### src/rtl/fetch_unit_if.sv
// Instruction-memory request/response and core-side valid/ready signals of the fetch front end.
// The fetch unit connects through master; the memory/core environment through slave.
interface fetch_unit_if;
    logic        imem_req;
    logic [31:0] imem_addr;
    logic        imem_gnt;
    logic        imem_rvalid;
    logic [31:0] imem_rdata;
    logic        redirect_valid;
    logic [31:0] redirect_pc;
    logic        out_valid;
    logic [31:0] out_instr;
    logic [31:0] out_pc;
    logic        out_ready;

    modport master (
        output imem_req, imem_addr, out_valid, out_instr, out_pc,
        input  imem_gnt, imem_rvalid, imem_rdata, redirect_valid, redirect_pc, out_ready
    );

    modport slave (
        input  imem_req, imem_addr, out_valid, out_instr, out_pc,
        output imem_gnt, imem_rvalid, imem_rdata, redirect_valid, redirect_pc, out_ready
    );
endinterface

### src/rtl/fetch_unit.sv
// Sequential instruction fetch with a credit-limited prefetch FIFO and redirect flush.
// In-flight responses from before a redirect are counted down in discard and dropped.
module fetch_unit #(
    parameter logic [31:0] RESET_PC  = 32'h0000_0000,
    parameter int          DEPTH     = 4,
    parameter logic [31:0] NOP_INSTR = 32'h0000_0013
) (
    input  logic         clk,
    input  logic         rst,
    fetch_unit_if.master bus
);
    localparam int              CW      = $clog2(DEPTH) + 1;
    localparam int              PW      = $clog2(DEPTH);
    localparam logic [CW:0]     DEPTH_C = (CW + 1)'(DEPTH);

    typedef enum logic {FETCH, DRAIN} state_t;

    state_t          state_q, state_d;
    logic [31:0]     fetch_pc_q, fetch_pc_d;
    logic [31:0]     resp_pc_q, resp_pc_d;
    logic [CW-1:0]   count_q, count_d;
    logic [CW-1:0]   outst_q, outst_d;
    logic [CW-1:0]   discard_q, discard_d;
    logic [PW-1:0]   rd_ptr_q, rd_ptr_d;
    logic [PW-1:0]   wr_ptr_q, wr_ptr_d;

    logic [31:0]     instr_mem [DEPTH];
    logic [31:0]     pc_mem    [DEPTH];

    logic            req;
    logic            gnt_fire;
    logic            rsp_fire;
    logic            push;
    logic            pop;
    logic [CW:0]     credit_used;
    logic [31:0]     redir_tgt;

    assign credit_used = {1'b0, count_q} + {1'b0, outst_q};
    assign redir_tgt   = bus.redirect_pc & 32'hFFFF_FFFC;

    always_ff @(posedge clk) begin
        if (rst) begin
            state_q    <= FETCH;
            fetch_pc_q <= RESET_PC;
            resp_pc_q  <= RESET_PC;
            count_q    <= '0;
            outst_q    <= '0;
            discard_q  <= '0;
            rd_ptr_q   <= '0;
            wr_ptr_q   <= '0;
        end else begin
            state_q    <= state_d;
            fetch_pc_q <= fetch_pc_d;
            resp_pc_q  <= resp_pc_d;
            count_q    <= count_d;
            outst_q    <= outst_d;
            discard_q  <= discard_d;
            rd_ptr_q   <= rd_ptr_d;
            wr_ptr_q   <= wr_ptr_d;
        end
    end

    always_comb begin
        state_d    = state_q;
        fetch_pc_d = fetch_pc_q;
        resp_pc_d  = resp_pc_q;
        count_d    = count_q;
        outst_d    = outst_q;
        discard_d  = discard_q;
        rd_ptr_d   = rd_ptr_q;
        wr_ptr_d   = wr_ptr_q;
        push       = 1'b0;
        pop        = 1'b0;

        // A response with nothing outstanding is spurious and ignored.
        rsp_fire = bus.imem_rvalid && (outst_q != '0);
        req      = (state_q == FETCH) && !bus.redirect_valid && (credit_used < DEPTH_C) && !rst;
        gnt_fire = req && bus.imem_gnt;

        if (bus.redirect_valid) begin
            fetch_pc_d = redir_tgt;
            resp_pc_d  = redir_tgt;
            count_d    = '0;
            rd_ptr_d   = '0;
            wr_ptr_d   = '0;
            // Everything still in flight belongs to the old stream.
            discard_d  = outst_q - CW'(rsp_fire);
            outst_d    = outst_q - CW'(rsp_fire);
            state_d    = (discard_d != '0) ? DRAIN : FETCH;
        end else begin
            pop = (count_q != '0) && bus.out_ready;
            if (gnt_fire) begin
                fetch_pc_d = fetch_pc_q + 32'd4;
            end
            if (rsp_fire) begin
                if (discard_q != '0) begin
                    discard_d = discard_q - CW'(1);
                end else begin
                    push      = 1'b1;
                    resp_pc_d = resp_pc_q + 32'd4;
                end
            end
            outst_d = outst_q + CW'(gnt_fire) - CW'(rsp_fire);
            count_d = count_q + CW'(push) - CW'(pop);
            if (push) begin
                wr_ptr_d = wr_ptr_q + PW'(1);
            end
            if (pop) begin
                rd_ptr_d = rd_ptr_q + PW'(1);
            end
            if ((state_q == DRAIN) && (discard_q == '0)) begin
                state_d = FETCH;
            end
        end
    end

    // FIFO storage: data only, occupancy lives in count_q
    always_ff @(posedge clk) begin
        if (push) begin
            instr_mem[wr_ptr_q] <= bus.imem_rdata;
            pc_mem[wr_ptr_q]    <= resp_pc_q;
        end
    end

    assign bus.imem_req  = req;
    assign bus.imem_addr = fetch_pc_q;
    assign bus.out_valid = (count_q != '0);
    assign bus.out_instr = (count_q != '0) ? instr_mem[rd_ptr_q] : NOP_INSTR;
    assign bus.out_pc    = (count_q != '0) ? pc_mem[rd_ptr_q] : 32'h0;
endmodule
### src/flat_wrapper.sv
// flat-port wrapper written by rule: the top's interface ports become plain ports
module fetch_unit_flat 
#(
    parameter logic [31:0] RESET_PC  = 32'h0000_0000,
    parameter int          DEPTH     = 4,
    parameter logic [31:0] NOP_INSTR = 32'h0000_0013
)
  (clk, rst, bus_imem_req, bus_imem_addr, bus_out_valid, bus_out_instr, bus_out_pc, bus_imem_gnt, bus_imem_rvalid, bus_imem_rdata, bus_redirect_valid, bus_redirect_pc, bus_out_ready);
  fetch_unit_if bus_i ();
  input  logic clk;
  input  logic rst;
  output wire logic [$bits(bus_i.imem_req)-1:0] bus_imem_req;
  output wire logic [$bits(bus_i.imem_addr)-1:0] bus_imem_addr;
  output wire logic [$bits(bus_i.out_valid)-1:0] bus_out_valid;
  output wire logic [$bits(bus_i.out_instr)-1:0] bus_out_instr;
  output wire logic [$bits(bus_i.out_pc)-1:0] bus_out_pc;
  input wire logic [$bits(bus_i.imem_gnt)-1:0] bus_imem_gnt;
  input wire logic [$bits(bus_i.imem_rvalid)-1:0] bus_imem_rvalid;
  input wire logic [$bits(bus_i.imem_rdata)-1:0] bus_imem_rdata;
  input wire logic [$bits(bus_i.redirect_valid)-1:0] bus_redirect_valid;
  input wire logic [$bits(bus_i.redirect_pc)-1:0] bus_redirect_pc;
  input wire logic [$bits(bus_i.out_ready)-1:0] bus_out_ready;
  assign bus_imem_req = bus_i.imem_req;
  assign bus_imem_addr = bus_i.imem_addr;
  assign bus_out_valid = bus_i.out_valid;
  assign bus_out_instr = bus_i.out_instr;
  assign bus_out_pc = bus_i.out_pc;
  assign bus_i.imem_gnt = bus_imem_gnt;
  assign bus_i.imem_rvalid = bus_imem_rvalid;
  assign bus_i.imem_rdata = bus_imem_rdata;
  assign bus_i.redirect_valid = bus_redirect_valid;
  assign bus_i.redirect_pc = bus_redirect_pc;
  assign bus_i.out_ready = bus_out_ready;
  fetch_unit #(.RESET_PC(RESET_PC), .DEPTH(DEPTH), .NOP_INSTR(NOP_INSTR)) u_core (.clk(clk), .rst(rst), .bus(bus_i));
endmodule
### config.mk
export PLATFORM = sky130hd
export DESIGN_NAME = fetch_unit_flat
export DESIGN_NICKNAME = d
export VERILOG_FILES = /design/src/rtl/fetch_unit_if.sv /design/src/rtl/fetch_unit.sv /design/src/flat_wrapper.sv
export SDC_FILE = /design/constraint.sdc
export NUM_CORES = 1
export LEC_CHECK = 0
export ABC_CLOCK_PERIOD_IN_PS = 9750
export CAP_MARGIN = 20
export CORE_ASPECT_RATIO = 0.8
export CORE_MARGIN = 2
export CORE_UTILIZATION = 56
export DETAILED_ROUTE_END_ITERATION = 6
export PLACE_DENSITY = 0.86
export SLEW_MARGIN = 20
export SYNTH_ARGS = -nofsm -noshare
export SYNTH_HDL_FRONTEND = slang
export SYNTH_SLANG_ARGS = --single-unit
### constraint.sdc
create_clock -name clk -period 9.75 [get_ports clk]
set_input_delay 1.95 -clock clk [delete_from_list [all_inputs] [get_ports clk]]
set_output_delay 1.95 -clock clk [all_outputs]
set_load 0.02 [all_outputs]
==> run metrics <==
Seq/Total Area, Yosys=65.5%; global-route wire length before repair=44800 um; synth unique cells=54; Initial Util=56.6%; total CTS buffers=34; R2R Path Start=u_core.count_q[1]; Layout area overhead=21.6%; synth cell count leaders=edfxtp_1, dfxtp_1, and2_1, mux4_2, nor2_1; most instantiated library cell after synthesis=edfxtp_1; Post-synth EDFFs=248; Die Height=144 um; critical path peak fanout=51; DP Area=0.0156 mm2; CP Launch Point=bus_redirect_valid; total gr overflow=0; Longest Clk Path Bufs=3; ant diodes=0; HP Start=u_core.bus.imem_addr[16]; Clock Sinks=324; mapped cell area=0.0137 mm2; WP data arrival=3780 ps; DRC Markers=0; post-route cell area=0.0166 mm2; total number of H-tree levels=2; leakage power=0.00548 uW; Top FF cell, synth=edfxtp_1; Final TNS setup=0 ps; Slew headroom=42.7%; # nets final=1179; status=finished clean; # setup viols final=0; period utilization=58.8%; Synth area leaders=edfxtp_1, dfxtp_1, mux4_2; Synth Instances=937; crit path time final=5730 ps; Die Wd=179 um; slowest stage delay, CP=540 ps; Crit path top cell by count=clkdlybuf4s50_1; Critical Path RT=7800 ps; Synth warnings=0; final WL=29100 um; Highest Clock Rate=0.174 GHz; Layout Skew=23.2 ps; RePlAce Congestion=0.863; layout cells sized above 1=13.3%; Avg Vias per Cell=5.86; Post-CTS Hold Buffers=0; antenna violations before repair=0; Finished Core Util=68.8%; drt first pass iters=5; crit path kind=primary input to primary output; die area=0.0257 mm2; pwr/cell area=209 mW/mm2; slowest CP cell=clkdlybuf4s50_1; max-slew violation count=0; PortBufs=161; post-detail-place hpwl=18000 um; post-CTS resize count=0; Bufs and invs on worst path=3; largest net degree at the start of global routing=65; Crit path max-delay family=buffers and inverters; Fin. Hold Viols=0; via count=8403; Startpoint Class=primary input; R2R setup slack=6580 ps; syn_area_per_cell=14.6 um2; DRT antenna net count=0; CTS tree=built; Critical Path End Type=primary output; critical-path cell list=clkdlybuf4s50_1 > buf_4 > nor2_1 > and3_1 > clkdlybuf4s50_1; CTS clk-pin slew, worst paths=50 ps; RSZ-0062 raised after global routing=false; Yosys top cell by area=edfxtp_1; max_cap viols=0; Synth top area share=54.4%; CTS root buffer=clkbuf_16; Starting DRT DRC Count=763; async set-reset flop share out of synthesis=0%; peak supply drop=0.105 mV; Post-CTS Setup Repair Bufs=0; worst-skew pair later-pin latency=510 ps; #FFs+latches synth=324; GRT Total Usage=22.7%; worst hold path class=register to register; core box area=0.0242 mm2; Avg WL per Cell=20.3 um; Top-Level Pins=168; worst-margin pin slew=859 ps; Rows=51; vias in the first global route=8226
metal layers:
metal	share of wire, %	vias to the layer above	GRT usage (%)
met5	0	-	0
met4	1.7	0	5.26
met3	9.1	44	4.60
met2	45	364	36.1
met1	44	4126	32.6
li1	-	3869	-
per-stage QoR:
| stage | cells | hold WS (ps) | power [uW] | setup slack, ps |
|---|---|---|---|---|
| finish | 1433 | 532 | 3480 | 4020 |
| global route | 1433 | 556 | 3610 | 3940 |
| CTS | 1433 | 528 | 3500 | 4030 |
| detailed placement | 1373 | 515 | 2260 | 4040 |
| global placement | 1373 | 500 | 2240 | 4050 |
| floorplan | 940 | 467 | 2000 | 5090 |
registers in the layout, summed over array words and instances (netlist names), 2 cells and up, named ones only:
name	flops
u_core.instr_mem	128
u_core.wr_ptr_q	2
u_core.discard_q	3
u_core.outst_q	3
u_core.count_q	3
u_core.rd_ptr_q	2
u_core.resp_pc_q	30
u_core.bus.imem_addr	30
u_core.pc_mem	120
power breakdown:
group | leakage [uW] | internal, uW | total (uW) | switching [uW]
combinational | 0.00208 | 286 | 614 | 328
sequential | 0.00288 | 1560 | 1620 | 59.6
clock | 0.000518 | 730 | 1240 | 512
worst paths after layout:
path,cells past startpoint,end
max,5,bus_imem_req
min,2,u_core.bus.imem_addr[16]
max reg2reg,12,u_core.count_q[2]
min reg2reg,2,u_core.bus.imem_addr[16]
cells by family after synthesis:
logic type                 Yosys count  share of synthesized area (%)
muxes                               71                           10.9
adders and majority gates           18                           1.75
DFF                                324                           65.5
AOI/OAI and AO/OA                  117                           5.50
and+or+nand+nor                    281                           11.4
buffers and inverters               89                           2.64
other                                1                         0.0274
xor gates and xnor gates            36                           2.30
worst min-delay path, stage by stage, from the launching register on:
cell	delay [ps]
dfxtp_1	330
o21ai_0	80
a31oi_1	70
placed cells by master (no fill, tap or decap), drive strengths merged, types with 16 or more instances in the layout:
cell | netlist | final
edfxtp | 248 | 248
clkdlybuf4s50 | 0 | 160
dfxtp | 76 | 76
and2 | 66 | 66
mux4 | 62 | 62
nor2 | 50 | 50
nand2 | 47 | 47
clkbuf | 41 | 44
inv | 30 | 31
a21oi | 28 | 28
xnor2 | 27 | 27
nand4 | 26 | 26
o21ai | 20 | 20
a31oi | 19 | 19
nand3 | 18 | 18
nor3 | 16 | 16
a21boi | 16 | 16
ha | 16 | 16
final cells by class:
class	instances	area, um2
clock buffers	44	930
fillers	1613	7540
flip-flops and latches	324	8970
multi-input cells	527	4380
repair buffers	174	1700
well taps	318	398
inverters	30	113
clock inverters	16	148
Power figures use the tool's default switching activity.
==> variant 1: new RTL, config.mk and constraints unchanged <==
`DEPTH` is set to 4 in 2 places; all go to 8.
--- a/src/rtl/fetch_unit.sv
+++ b/src/rtl/fetch_unit.sv
@@ -2,7 +2,7 @@
 // In-flight responses from before a redirect are counted down in discard and dropped.
 module fetch_unit #(
     parameter logic [31:0] RESET_PC  = 32'h0000_0000,
-    parameter int          DEPTH     = 4,
+    parameter int          DEPTH     = 8,
     parameter logic [31:0] NOP_INSTR = 32'h0000_0013
 ) (
     input  logic         clk,
--- a/src/flat_wrapper.sv
+++ b/src/flat_wrapper.sv
@@ -2,7 +2,7 @@
 module fetch_unit_flat 
 #(
     parameter logic [31:0] RESET_PC  = 32'h0000_0000,
-    parameter int          DEPTH     = 4,
+    parameter int          DEPTH     = 8,
     parameter logic [31:0] NOP_INSTR = 32'h0000_0013
 )
   (clk, rst, bus_imem_req, bus_imem_addr, bus_out_valid, bus_out_instr, bus_out_pc, bus_imem_gnt, bus_imem_rvalid, bus_imem_rdata, bus_redirect_valid, bus_redirect_pc, bus_out_ready);
Behaviour: same outputs for any inputs over 4 cycles, from zero or initial values and one cycle with rst high; that may be too few to reach the edited logic, so the function may still have changed.
==> variant 1 against the original RTL <==
- combinational power is 130% higher
- final area grew 65%
- worst setup slack lost 0.18 ns
- routed wire length rose by 81%
- total power grew 85%
- utilization down 2.8 points
- area after synthesis grew 71%
- largest cell class unchanged
- die area increased by 69%
- sequential cell count is 254 higher
- clock power grew 74%
==> variant 1: results (changes against the original RTL) <==
status - complete, no violations
Post-synth EDFFs - 496 (+100%)
XOR/XNOR Fraction of Synth Area - 1.68% (-0.62 points)
total track usage - 24.4% (+1.7 points)
terminus of the critical flop-to-flop path - u_core.pc_mem[7][7]$_DFFE_PP_
Compound-Gate Fraction of Synth Area - 3.48% (-2.0 points)
Worst Path Arrival - 3.96 ns (+0.18 ns)
Logic pwr share - 21.9% (+4.2 points)
Synth Area in Adders - 1.40% (-0.36 points)
GR Layer Usage met3 - 3.93% (-0.67 points)
vias per cell - 6.18 (+5.5%)
global-route met1 utilization - 34.2% (+1.6 points)
RR Startpoint - u_core.discard_q[0]$_SDFFE_PP0P_
TritonCTS Buffers - 52 (+53%)
total clock network power - 2160 uW (+74%)
fill count - 2718 (+69%)
post-detail-place hpwl - 27.6 mm (+53%)
sw frac - 27.9% (+2.0 points)
post-synth cell types - 57 (+5.6%)
gp weighted congestion - 0.891 (+3.2%)
VDD IR max - 0.000158 V (+50%)
nets - 1622 (+38%)
1st-iter DRT viols - 1336 (+75%)
Largest stage delay, worst path - 0.68 ns (+0.14 ns)
layout cells sized above 1 - 16.0% (+2.7 points)
crit path from - rst
crit-path max FO - 60 (+18%)
clk_lat worst skew - 0.60 ns (+0.09 ns)
Hold WS - 0.495 ns (-0.0371 ns)
R2R Setup Slk - 5.69 ns (-0.89 ns)
global-route wire length before repair - 80.2 mm (+79%)
multiplexer share of the synthesized area - 14.7% (+3.8 points)
Tightest Pin Transition - 1.07 ns (+0.210 ns)
maximum number of pins on one net before global-route repair - 89 (+37%)
Reg2Reg Depth - 8 (-4)
Max Fclk - 0.169 GHz (-3.0%)
Routed met2 length - 27.1 mm (+110%)
DRT met1 WL - 21.0 mm (+65%)
Hold Crit Start - u_core.rd_ptr_q[1]$_SDFFE_PP0P_
P per Cell Area - 234 mW/mm2 (+12%)
clock-pin slew on the worst setup and hold paths - 0.07 ns (+0.02 ns)
[variant 1: cell types whose count changed in the layout (fill, tap and decap cells not counted), moves of 10 or more]
cell / delta
nand2_1: +12
clkbuf_16: +17
o21ai_0: -10
nor2_1: +50
a21oi_1: +11
mux4_2: +62
edfxtp_1: +248
inv_1: +11
mux2i_1: +58
and2_1: -65
[variant 1: cell type report]
class,count,area [um2],share of cell area [%]
sequential,578,16500,60.3
multi-input combinational,675,6510,23.7
timing repair buffer,177,1740,6.33
clock buffer,67,1380,5.02
tap,552,691,2.52
clock inverter,31,438,1.59
inverter,43,161,0.588
[variant 1: per-stage QoR]
step / cell area, um2 / instances
after floorplan: 23500 / 1376
after global placement: 25600 / 2025
after detailed placement: 25600 / 2025
after CTS: 27500 / 2123
after global routing: 27500 / 2123
final: 27500 / 2123
==> variant 2: new RTL, same settings <==
Made on the original files. Reset style: asynchronous (`rst`), changed in one clocked block.
--- a/src/rtl/fetch_unit.sv
+++ b/src/rtl/fetch_unit.sv
@@ -38,7 +38,7 @@
     assign credit_used = {1'b0, count_q} + {1'b0, outst_q};
     assign redir_tgt   = bus.redirect_pc & 32'hFFFF_FFFC;
 
-    always_ff @(posedge clk) begin
+    always_ff @(posedge clk or posedge rst) begin
         if (rst) begin
             state_q    <= FETCH;
             fetch_pc_q <= RESET_PC;
Formal check against the unedited RTL: differs if rst is asserted again (counterexample within 4 cycles, from zero or initial values and one cycle with rst high); with rst held inactive, the same outputs for 4 cycles.
==> variant 2 against the original RTL <==
- worst setup slack got worse by 0.0012 ns
- die area rose by 3.9%
- clock skew fell by 0.0095 ns
- routed wire length rose by 12%
- final area rose by 2.8%
- fmax barely moved
- worst hold slack improved by 0.043 ns
- sequential cell count fell by 2
- area after synthesis rose by 4.0%
Power is not compared: it rests on default switching activity, and its combinational part moved more than twofold at a synthesized area within 25%.
==> variant 2: results (changes against the original RTL) <==
clk_lat worst skew - 0.57 ns (+0.06 ns)
# port buffers - 161 (unchanged)
ANT nets after route - 0 (unchanged)
R2R Setup Slk - 6.51 ns (-0.07 ns)
global-route wire length before repair - 50.0 mm (+11%)
maximum number of pins on one net before global-route repair - 78 (+20%)
RR Startpoint - u_core.count_q[1]$_DFF_PP0_
terminus of the critical flop-to-flop path - u_core.count_q[2]$_DFF_PP0_
top post-synthesis cells by area - edfxtp_1 (52%), dfrtp_1 (13%), mux4_2 (9.8%), and2_1 (2.8%), and4_1 (1.7%)
status - complete, no violations
Wirelength per Cell - 22.5 um (+11%)
nets - 1184 (+0.42%)
gp weighted congestion - 0.916 (+6.2%)
routed via count - 9159 (+9.0%)
register area share after synthesis - 65.3% (-0.21 points)
vias in the first global route - 8883 (+8.0%)
layout cells sized above 1 - 12.7% (-0.59 points)
Synth top cells by count - edfxtp_1 (248), dfrtp_1 (74), and2_1 (64), mux4_2 (62), nor2_1 (45)
TritonCTS Buffers - 30 (-12%)
Reg2Reg Depth - 10 (-2)
hold endpoint - u_core.wr_ptr_q[1]$_DFFE_PP0P_
Post-synth ARST share - 23.0% (+23 points)
post-synth cell types - 55 (+1.9%)
crit-path max FO - 77 (+51%)
slowest CP cell - clkdlybuf4s50_1
Hold Crit Start - u_core.wr_ptr_q[1]$_DFFE_PP0P_
Leak - 0.00572 uW
post-detail-place hpwl - 20.3 mm (+12%)
Setup Skew - 0.0137 ns (-0.00946 ns)
1st-iter DRT viols - 831 (+8.9%)
WHS Path Cells - 2 (unchanged)
fill count - 1664 (+3.2%)
Largest stage delay, worst path - 0.60 ns (+0.06 ns)
total track usage - 24.2% (+1.5 points)
slew margin rel. - 32.7% (-10 points)
Hold WS - 0.575 ns (+0.0431 ns)
CTS H-tree lvls - 1 (-1)
## variant 2: worst max-delay path by stage
stage / startpoint / endpoint / slack (ns) / cells past startpoint
3_3_place_gp: bus_redirect_valid / bus_imem_req / 4.04 / 5
3_5_place_dp: bus_redirect_valid / bus_imem_req / 4.02 / 5
4_1_cts: bus_redirect_valid / bus_imem_req / 4.00 / 5
2_1_floorplan: bus_redirect_valid / u_core.instr_mem[0][0]$_DFFE_PP_ / 4.84 / 5
6_report: bus_redirect_valid / bus_imem_req / 4.02 / 5
5_1_grt: bus_redirect_valid / bus_imem_req / 3.87 / 5
## variant 2: area by class of cell
cell class	instances	share of cell area (%)
clock buffers	33	4.51
clock inverters	23	1.39
inverters	22	0.483
multi-input cells	549	27.0
flip-flops and latches	322	54.4
well taps	324	2.37
repair buffers	171	9.83
## variant 2: kinds of logic after synthesis
logic type / count (synthesis) / synth area share, %
multiplexers: 73 / 10.7
AO/OA/AOI/OAI: 98 / 4.83
other: 1 / 0.0263
adder cells (fa/ha/maj): 18 / 1.69
XOR/XNOR: 19 / 1.17
flip-flops: 322 / 65.3
buffers and inverters: 80 / 2.36
AND/OR/NAND/NOR: 337 / 14.0
## variant 2: power groups by stage
stage / Clock (uW) / Sequential [uW] / Combinational [uW]
after floorplan: 0 / 1680 / 788
after global placement: 0 / 1730 / 1200
after detailed placement: 0 / 1740 / 1230
after CTS: 1200 / 1710 / 1240
after global routing: 1250 / 1730 / 1320
final: 1180 / 1710 / 1230
## variant 2: through the flow
step           std cells  util, %  setup slack, ns  cell area [um2]
6_report            1444     68.1             4.02            17100
5_1_grt             1444     68.1             3.87            17100
4_1_cts             1444     68.1             4.00            17100
3_5_place_dp        1388     64.1             4.02            16100
3_3_place_gp        1388     64.1             4.04            16100
2_1_floorplan        951        -             4.84            14300
## variant 2: tightest hold or removal path, cell delays in order, from the launching register on
cell and delay [ns]:
dfrtp_1 0.41, nand2_1 0.07, a21oi_1 0.06
## variant 2: metal layers
metal  global-route usage [%]  vias to the layer above  part of all wire [%]
li1                         -                     4046                     -
met1                     35.3                     4574                    41
met2                     38.9                      489                    48
met3                     4.51                       50                   9.4
met4                     4.76                        0                   1.7
met5                        0                        -                     0
